[src/rtl/br_recovery_ctrl.sv]
// Branch-mispredict recovery sequencer: flushes the front end, walks squashed
// ROB entries youngest-first for rename rollback, then redirects the PC.
//
// state    | meaning
// ---------+-----------------------------------------------------------
// IDLE     | no recovery; a front-end jump may flush IF this cycle
// FLUSH    | one cycle, flush IF/ID/IQ
// WALK     | present squashed entries youngest-first to the rename table
// REDIRECT | one cycle, load the PC and reset the ROB tail
module br_recovery_ctrl #(
    parameter int ROB_DEPTH = 16,
    parameter int PTR_W     = 4,
    parameter int PC_W      = 32
) (
    input  logic             clk,
    input  logic             rst,
    input  logic             br_mispredict,
    input  logic [PC_W-1:0]  br_target_pc,
    input  logic [PTR_W-1:0] rob_head_idx,
    input  logic [PTR_W:0]   rob_count,
    input  logic             jp_taken,
    input  logic             walk_ready,
    output logic             busy,
    output logic             if_flush,
    output logic             id_flush,
    output logic             iq_flush,
    output logic             walk_valid,
    output logic [PTR_W-1:0] walk_rob_idx,
    output logic             pc_redirect_valid,
    output logic [PC_W-1:0]  pc_redirect,
    output logic             rob_reset_tail
);

    typedef enum logic [1:0] {S_IDLE, S_FLUSH, S_WALK, S_REDIRECT} state_t;

    localparam logic [PTR_W:0]   CNT_ONE = (PTR_W+1)'(1);
    localparam logic [PTR_W-1:0] PTR_ONE = PTR_W'(1);

    state_t           state, state_nxt;
    logic [PTR_W:0]   walk_cnt;
    logic [PTR_W-1:0] walk_ptr;
    logic [PC_W-1:0]  target_q;
    logic [PTR_W-1:0] youngest_idx;

    // Truncation to PTR_W bits is the mod-ROB_DEPTH wrap; count==ROB_DEPTH folds to 0.
    assign youngest_idx = rob_head_idx + rob_count[PTR_W-1:0] - PTR_ONE;

    always_ff @(posedge clk or posedge rst) begin
        if (rst) begin
            state    <= S_IDLE;
            walk_cnt <= '0;
            walk_ptr <= '0;
            target_q <= '0;
        end else begin
            state <= state_nxt;
            if (state == S_IDLE && br_mispredict) begin
                target_q <= br_target_pc;
                walk_cnt <= rob_count - CNT_ONE;
                walk_ptr <= youngest_idx;
            end else if (state == S_WALK && walk_ready) begin
                walk_cnt <= walk_cnt - CNT_ONE;
                walk_ptr <= walk_ptr - PTR_ONE;
            end
        end
    end

    always_comb begin
        state_nxt         = state;
        busy              = 1'b0;
        if_flush          = 1'b0;
        id_flush          = 1'b0;
        iq_flush          = 1'b0;
        walk_valid        = 1'b0;
        walk_rob_idx      = '0;
        pc_redirect_valid = 1'b0;
        pc_redirect       = '0;
        rob_reset_tail    = 1'b0;
        case (state)
            S_IDLE: begin
                if_flush = jp_taken;
                if (br_mispredict) state_nxt = S_FLUSH;
            end
            S_FLUSH: begin
                busy      = 1'b1;
                if_flush  = 1'b1;
                id_flush  = 1'b1;
                iq_flush  = 1'b1;
                state_nxt = (walk_cnt != '0) ? S_WALK : S_REDIRECT;
            end
            S_WALK: begin
                busy         = 1'b1;
                walk_valid   = 1'b1;
                walk_rob_idx = walk_ptr;
                if (walk_ready && walk_cnt == CNT_ONE) state_nxt = S_REDIRECT;
            end
            S_REDIRECT: begin
                busy              = 1'b1;
                pc_redirect_valid = 1'b1;
                pc_redirect       = target_q;
                rob_reset_tail    = 1'b1;
                state_nxt         = S_IDLE;
            end
            default: state_nxt = S_IDLE;
        endcase
    end

endmodule

[config.mk]
export PLATFORM = sky130hd
export DESIGN_NAME = br_recovery_ctrl
export DESIGN_NICKNAME = d
export VERILOG_FILES = /design/src/rtl/br_recovery_ctrl.sv
export SDC_FILE = /design/constraint.sdc
export NUM_CORES = 1
export LEC_CHECK = 0
export CORE_MARGIN = 4
export CORE_UTILIZATION = 42
export CTS_BUF_LIST = sky130_fd_sc_hd__clkbuf_8
export DETAILED_ROUTE_END_ITERATION = 10
export PLACE_DENSITY = 0.77
export REMOVE_ABC_BUFFERS = 1
export SLEW_MARGIN = 20
export SYNTH_ARGS = -nofsm -noshare
export SYNTH_HDL_FRONTEND = slang
export SYNTH_SLANG_ARGS = --single-unit
[constraint.sdc]
create_clock -name clk -period 3.05 [get_ports clk]
set_input_delay 0.61 -clock clk [delete_from_list [all_inputs] [get_ports clk]]
set_output_delay 0.61 -clock clk [all_outputs]
set_load 0.03 [all_outputs]
==> flow_metrics.py, run 1 <==
metrics = {
    "finish": {
        "antenna_cells": 0,
        "mostFrequentLayoutCells": "clkdlybuf4s50_1 (88), dfrtp_1 (43), and2_1 (36)",
        "stdcell_count": 367,
        "final_layout_size_suffix_gt1_share_pct": 15.8,
        "final_nets": 356,
        "layout_commonest_cell": "clkdlybuf4s50_1",
        "finish.utilization_pct": 64.2,
        "syn_to_final_growth_pct": 43.6,
        "final_area_sq_um": 3360,
    },
    "hold_path": {
        "min_to": "target_q[15]$_DFFE_PP0P_",
        "hold_class": "reg -> reg",
        "min-delay-start": "target_q[15]$_DFFE_PP0P_",
        "worstHoldPathCells": 1,
    },
    "yosys": {
        "synth_area_per_cell_sq_um": 11.2,
        "synthCells": 209,
        "synth-seq-area-share_pct": 46.0,
        "ys_top_cells_by_area": "dfrtp_1 (46%), mux2_2 (15%), and2_1 (9.6%), ha_1 (6.9%), inv_1 (3.0%)",
        "ys_ff_latch": 43,
        "syn-cell-area_sq_um": 2340,
        "synth_cell_types": 28,
        "synth.top_cell.area_share_pct": 46.0,
        "post-synth-top-area-cell": "dfrtp_1",
        "yosysWarnings": 0,
    },
    "grt": {
        "grt_start_max_net_pins": 44,
        "overflow": 0,
        "grt_pass1_wl_um": 8180,
        "grt.total_usage_pct": 16.2,
        "grt_pass1_vias": 1762,
        "antenna_found_initial": 0,
    },
    "sta": {
        "whs_ns": 0.500,
        "max_freq_mhz": 367,
        "finClkSkew_ns": 0.00620,
        "setup_tns_ns": 0,
        "finalHoldViolCount": 0,
        "setup_viol_count_final": 0,
        "slew_headroom_pct": 64.2,
        "finalCriticalPeriod_ns": 2.73,
        "grt_setup_unrepaired": "false",
        "drv_slew": 0,
        "finalCritPeriodShare_pct": 89.4,
        "worst_pin_slew_ns": 0.537,
    },
    "clock_network": {
        "cts_tree": "done",
        "clk_latency_ns": 0.29,
        "h-tree-depth": 2,
        "cts_hold_buf": 0,
        "cts.clk_slew.worst_paths_ns": 0.08,
        "cts_root_buffer": "clkbuf_8",
        "clock_sinks": 43,
        "cts_buffers": 5,
        "postCtsSetupBuffers": 0,
        "cts-resized-gates": 0,
        "clk_path_buf_depth": 2,
    },
    "drt": {
        "wl_um": 5040,
        "route.met2.wl_um": 2660,
        "first_iter_violations": 54,
        "via_count": 1717,
        "wl_met3_um": 253,
        "wl_met1_um": 2080,
        "ant_nets": 0,
        "routed.top_layer": "met4",
        "drcViolationCount": 0,
        "dr.pass1.iters": 4,
        "routedWlPerCell_um": 13.7,
        "avgViaCountPerCell": 4.68,
    },
    "place": {
        "port_buffers": 88,
        "placed_area_sq_um": 3280,
        "dp_hpwl_um": 3780,
        "dp.cells": 359,
        "gp_congestion": 0.788,
    },
    "floorplan": {
        "start_util_pct": 44.7,
        "pin_count": 89,
        "die-width_um": 82.7,
        "die_area_sq_um": 6830,
        "coreArea_sq_um": 5240,
        "core.rowCount": 26,
        "die_height_um": 82.7,
    },
    "power": {
        "switching_share_pct": 40.8,
        "leakagePower_nw": 1.46,
        "p_sw_mw": 1.31,
        "cellPowerDensity_nw_per_um2": 958,
        "power_frac_comb_pct": 56.9,
        "p_int_mw": 1.91,
        "pwr-share-clk_pct": 10.8,
        "seqPwrFrac_pct": 32.3,
        "vdd_drop_max_mv": 0.623,
    },
    "critical_path": {
        "start_kind": "flop",
        "crit_type": "reg -> out",
        "cp.required_ns": 2.44,
        "rrSetupSlack_ns": 1.13,
        "rr_endpoint": "target_q[18]$_DFFE_PP0P_",
        "crit_path_max_fanout": 10,
        "crit_arrival_ns": 2.12,
        "cp-end-kind": "output port",
        "reg2reg_depth": 5,
        "r2r-start": "state[0]$_DFFE_PP0P_",
    },
    "flow_run": {
        "maxCapViolations": 0,
    },
    "run_status": {
        "status": "complete, no violations",
    },
}
## power by group through the flow
stage	clock, mW	combinational [mW]	sequential, mW
global route	0.400	1.98	1.08
detailed placement	0	1.85	1.05
CTS	0.364	1.86	1.04
global placement	0	1.83	1.03
floorplan	0	1.22	0.995
finish	0.348	1.83	1.04
## sequential cells by signal (all words and copies together) (netlist names)
register / flops
state: 2
target_q: 32
walk_cnt: 5
walk_ptr: 4
## cell usage after synthesis
master     n
buf_4      3
nor2_1     8
nand3_1    2
inv_1     19
o21ai_0    3
and2_1    36
nand3b_1   1
buf_2      3
a21o_1     1
nor4_2     2
nor4_1     1
fa_1       1
clkbuf_1   3
ha_1      13
a22oi_1    1
o21a_1     1
xor2_1     6
nand2_4    1
buf_6      2
dfrtp_1   43
mux2i_1    2
xnor2_1    7
a221oi_2   1
nand2_1    6
mux2_2    32
nor3_1     3
o21ai_1    1
a21oi_1    7
## logic make-up after synthesis
kind of cell | Yosys count | synth area share [%]
adder cells (fa/ha/maj) | 14 | 7.80
AO/OA/AOI/OAI | 15 | 3.95
multiplexers | 34 | 16.2
buffers and inverters | 30 | 6.09
flip-flops | 43 | 46.0
AND/OR/NAND/NOR | 60 | 15.1
XOR/XNOR | 13 | 4.86
## metrics by stage
step / total power [mW] / setup WS (ns)
after CTS: 3.26 / 0.301
final: 3.22 / 0.324
after global routing: 3.46 / 0.187
after global placement: 2.86 / 0.463
after floorplan: 2.21 / 0.805
after detailed placement: 2.90 / 0.437
## final cells by class
type / instances / area [sq um]
fill: 445 / 1880
multi-input combinational: 136 / 1120
timing repair buffer: 91 / 916
inverter: 19 / 71.3
sequential: 43 / 1080
clock buffer: 5 / 68.8
tap: 70 / 87.6
clock inverter: 3 / 16.3
## worst max-delay path, cell delays in order (launching register included)
cell             delay [ns]
dfrtp_1                0.41
inv_1                  0.15
ha_1                   0.41
and2_1                 0.19
clkdlybuf4s50_1        0.67
## worst max-delay path by stage
stage / start / end / slack, ns / cells past startpoint
global route: state[0]$_DFFE_PP0P_ / walk_rob_idx[1] / 0.19 / 4
floorplan: state[1]$_DFFE_PP0P_ / pc_redirect[0] / 0.80 / 2
finish: state[0]$_DFFE_PP0P_ / walk_rob_idx[0] / 0.32 / 4
detailed placement: rob_count[1] / walk_ptr[3]$_DFFE_PP0P_ / 0.44 / 10
global placement: rob_count[1] / walk_ptr[3]$_DFFE_PP0P_ / 0.46 / 10
CTS: state[0]$_DFFE_PP0P_ / walk_rob_idx[0] / 0.30 / 4
## metal layers
layer	vias up	track usage [%]
met5	-	0
met4	0	4.90
met3	4	5.10
met2	44	28.7
met1	822	18.6
li1	847	-
No activity file was read; power rests on OpenSTA's default activity.
==> inputs of run 2 (changes only) <==
- GPL_TIMING_DRIVEN: not set -> 0
==> run 2 against run 1 <==
  * Worst hold slack worse by 0.00077 ns
  * Sequential share of layout area down 0.17 points
  * Maximum frequency down 0.42%
  * First-iteration DRC count up 46%
  * Utilization up 0.33 points
==> flow_metrics.py, run 2 (synthesis results as in run 1) <==
metrics = {
    "sta": {
        "setup_viol_count_final": 0,
        "fin_ws_ns": 0.313,
        "grt_setup_unrepaired": "false",
        "setup_tns_ns": 0,
        "slew_headroom_pct": 59.5,
        "drv_slew": 0,
        "finalCriticalPeriod_ns": 2.74,
        "finalHoldViolCount": 0,
        "max_freq_mhz": 365,
        "finalCritPeriodShare_pct": 89.7,
        "worst_pin_slew_ns": 0.606,
        "finClkSkew_ns": 0.00834,
    },
    "floorplan": {
        "die_area_sq_um": 6830,
        "die_height_um": 82.7,
        "core.rowCount": 26,
        "pin_count": 89,
        "start_util_pct": 44.7,
        "coreArea_sq_um": 5240,
        "die-width_um": 82.7,
    },
    "clock_network": {
        "h-tree-depth": 2,
        "clk_latency_ns": 0.29,
        "clock_sinks": 43,
        "cts_buffers": 5,
        "cts_root_buffer": "clkbuf_8",
        "cts_tree": "done",
        "cts.clk_slew.worst_paths_ns": 0.08,
        "clk_path_buf_depth": 2,
        "cts_hold_buf": 0,
    },
    "finish": {
        "largest_register": "target_q",
        "stdcell_count": 365,
        "reg_top3": "target_q: 32 flops, walk_cnt: 5 flops, walk_ptr: 4 flops",
        "final_nets": 355,
        "num-fill-cells": 404,
        "antenna_cells": 0,
        "layout_commonest_cell": "clkdlybuf4s50_1",
        "largest_reg_flops": 32,
        "mostFrequentLayoutCells": "clkdlybuf4s50_1 (88), dfrtp_1 (43), and2_1 (36)",
        "syn_to_final_growth_pct": 44.3,
        "finish.utilization_pct": 64.5,
        "final_layout_size_suffix_gt1_share_pct": 16.3,
    },
    "place": {
        "dp_hpwl_um": 3800,
        "place_ws_ns": 0.308,
        "port_buffers": 88,
        "gp_congestion": 0.715,
        "dp.cells": 358,
    },
    "critical_path": {
        "crit_end": "walk_rob_idx[1]",
        "r2r-start": "state[0]$_DFFE_PP0P_",
        "crit_type": "reg -> out",
        "crit_arrival_ns": 2.13,
        "start_kind": "flop",
        "cp-end-kind": "output port",
        "cp-startpoint": "state[0]$_DFFE_PP0P_",
        "cp.required_ns": 2.44,
        "rrSetupSlack_ns": 1.09,
        "reg2reg_depth": 5,
        "crit_path_max_fanout": 10,
        "rr_endpoint": "target_q[26]$_DFFE_PP0P_",
    },
    "drt": {
        "wl_um": 5000,
        "dr.pass1.iters": 4,
        "ant_nets": 0,
        "via_count": 1719,
        "routedWlPerCell_um": 13.7,
        "drcViolationCount": 0,
        "avgViaCountPerCell": 4.71,
        "first_iter_violations": 79,
    },
    "run_status": {
        "status": "complete, no violations",
    },
    "grt": {
        "antenna_found_initial": 0,
        "grt_start_max_net_pins": 35,
        "grt_pass1_vias": 1711,
        "grt_pass1_wl_um": 8120,
        "grt.total_usage_pct": 15.8,
        "overflow": 0,
    },
    "power": {
        "power_mw": 3.23,
        "leakagePower_nw": 1.47,
        "vdd_drop_max_mv": 0.515,
        "cellPowerDensity_nw_per_um2": 957,
    },
    "hold_path": {
        "hold_class": "reg -> reg",
    },
    "flow_run": {
        "maxCapViolations": 0,
    },
}
run 2: power breakdown:
group          total [mW]  switching, mW  leakage [nW]  internal [mW]
combinational        1.84          0.952         0.917          0.888
clock               0.359          0.182        0.0470          0.178
sequential           1.03          0.167         0.506          0.866
total                3.23           1.30          1.47           1.93
run 2: cell type report:
class,instances,area [sq um],share of cell area [%]
Tap cell,70,87.6,2.59
Clock inverter,1,5.00,0.148
Clock buffer,6,82.6,2.44
Inverter,19,71.3,2.11
Sequential cell,43,1080,31.9
Timing Repair Buffer,90,928,27.5
Multi-Input combinational cell,136,1130,33.4
run 2: worst max-delay path: stages, from the launching register on:
cell	delay, ns
dfrtp_1	0.40
inv_1	0.16
ha_1	0.42
and2_1	0.19
clkdlybuf4s50_1	0.67
run 2: metal layers:
metal / wire length (um) / vias to the layer above / part of all wire (%) / GRT usage [%]
li1: - / 845 / - / -
met1: 2050 / 825 / 41 / 18.8
met2: 2550 / 45 / 51 / 27.5
met3: 342 / 4 / 6.8 / 4.99
met4: 50 / 0 / 1.0 / 3.92
met5: 0 / - / 0 / 0
run 2: worst min-delay path by stage:
stage | depth (start not counted) | from | end
global placement | 1 | target_q[8]$_DFFE_PP0P_ | target_q[8]$_DFFE_PP0P_
CTS | 1 | target_q[13]$_DFFE_PP0P_ | target_q[13]$_DFFE_PP0P_
floorplan | 1 | target_q[13]$_DFFE_PP0P_ | target_q[13]$_DFFE_PP0P_
global route | 1 | target_q[5]$_DFFE_PP0P_ | target_q[5]$_DFFE_PP0P_
detailed placement | 1 | target_q[14]$_DFFE_PP0P_ | target_q[14]$_DFFE_PP0P_
finish | 1 | target_q[29]$_DFFE_PP0P_ | target_q[29]$_DFFE_PP0P_
run 2: timing repair:
action | in CTS | in global routing
setup endpoints to repair | 27 | 0
setup buffers | 0 | 0
gates resized for setup | 1 | 0
run 2: stage by stage:
step | instance area (sq um) | hold slack [ns]
floorplan | 2270 | 0.471
global placement | 3240 | 0.478
detailed placement | 3290 | 0.485
CTS | 3380 | 0.504
global route | 3380 | 0.521
finish | 3380 | 0.499
==> inputs of run 3 (changes only) <==
- CTS_CLUSTER_SIZE: not set -> 24
==> results of run 3 <==
Same layout as run 2: the final DEF is identical, and so are final timing and power.
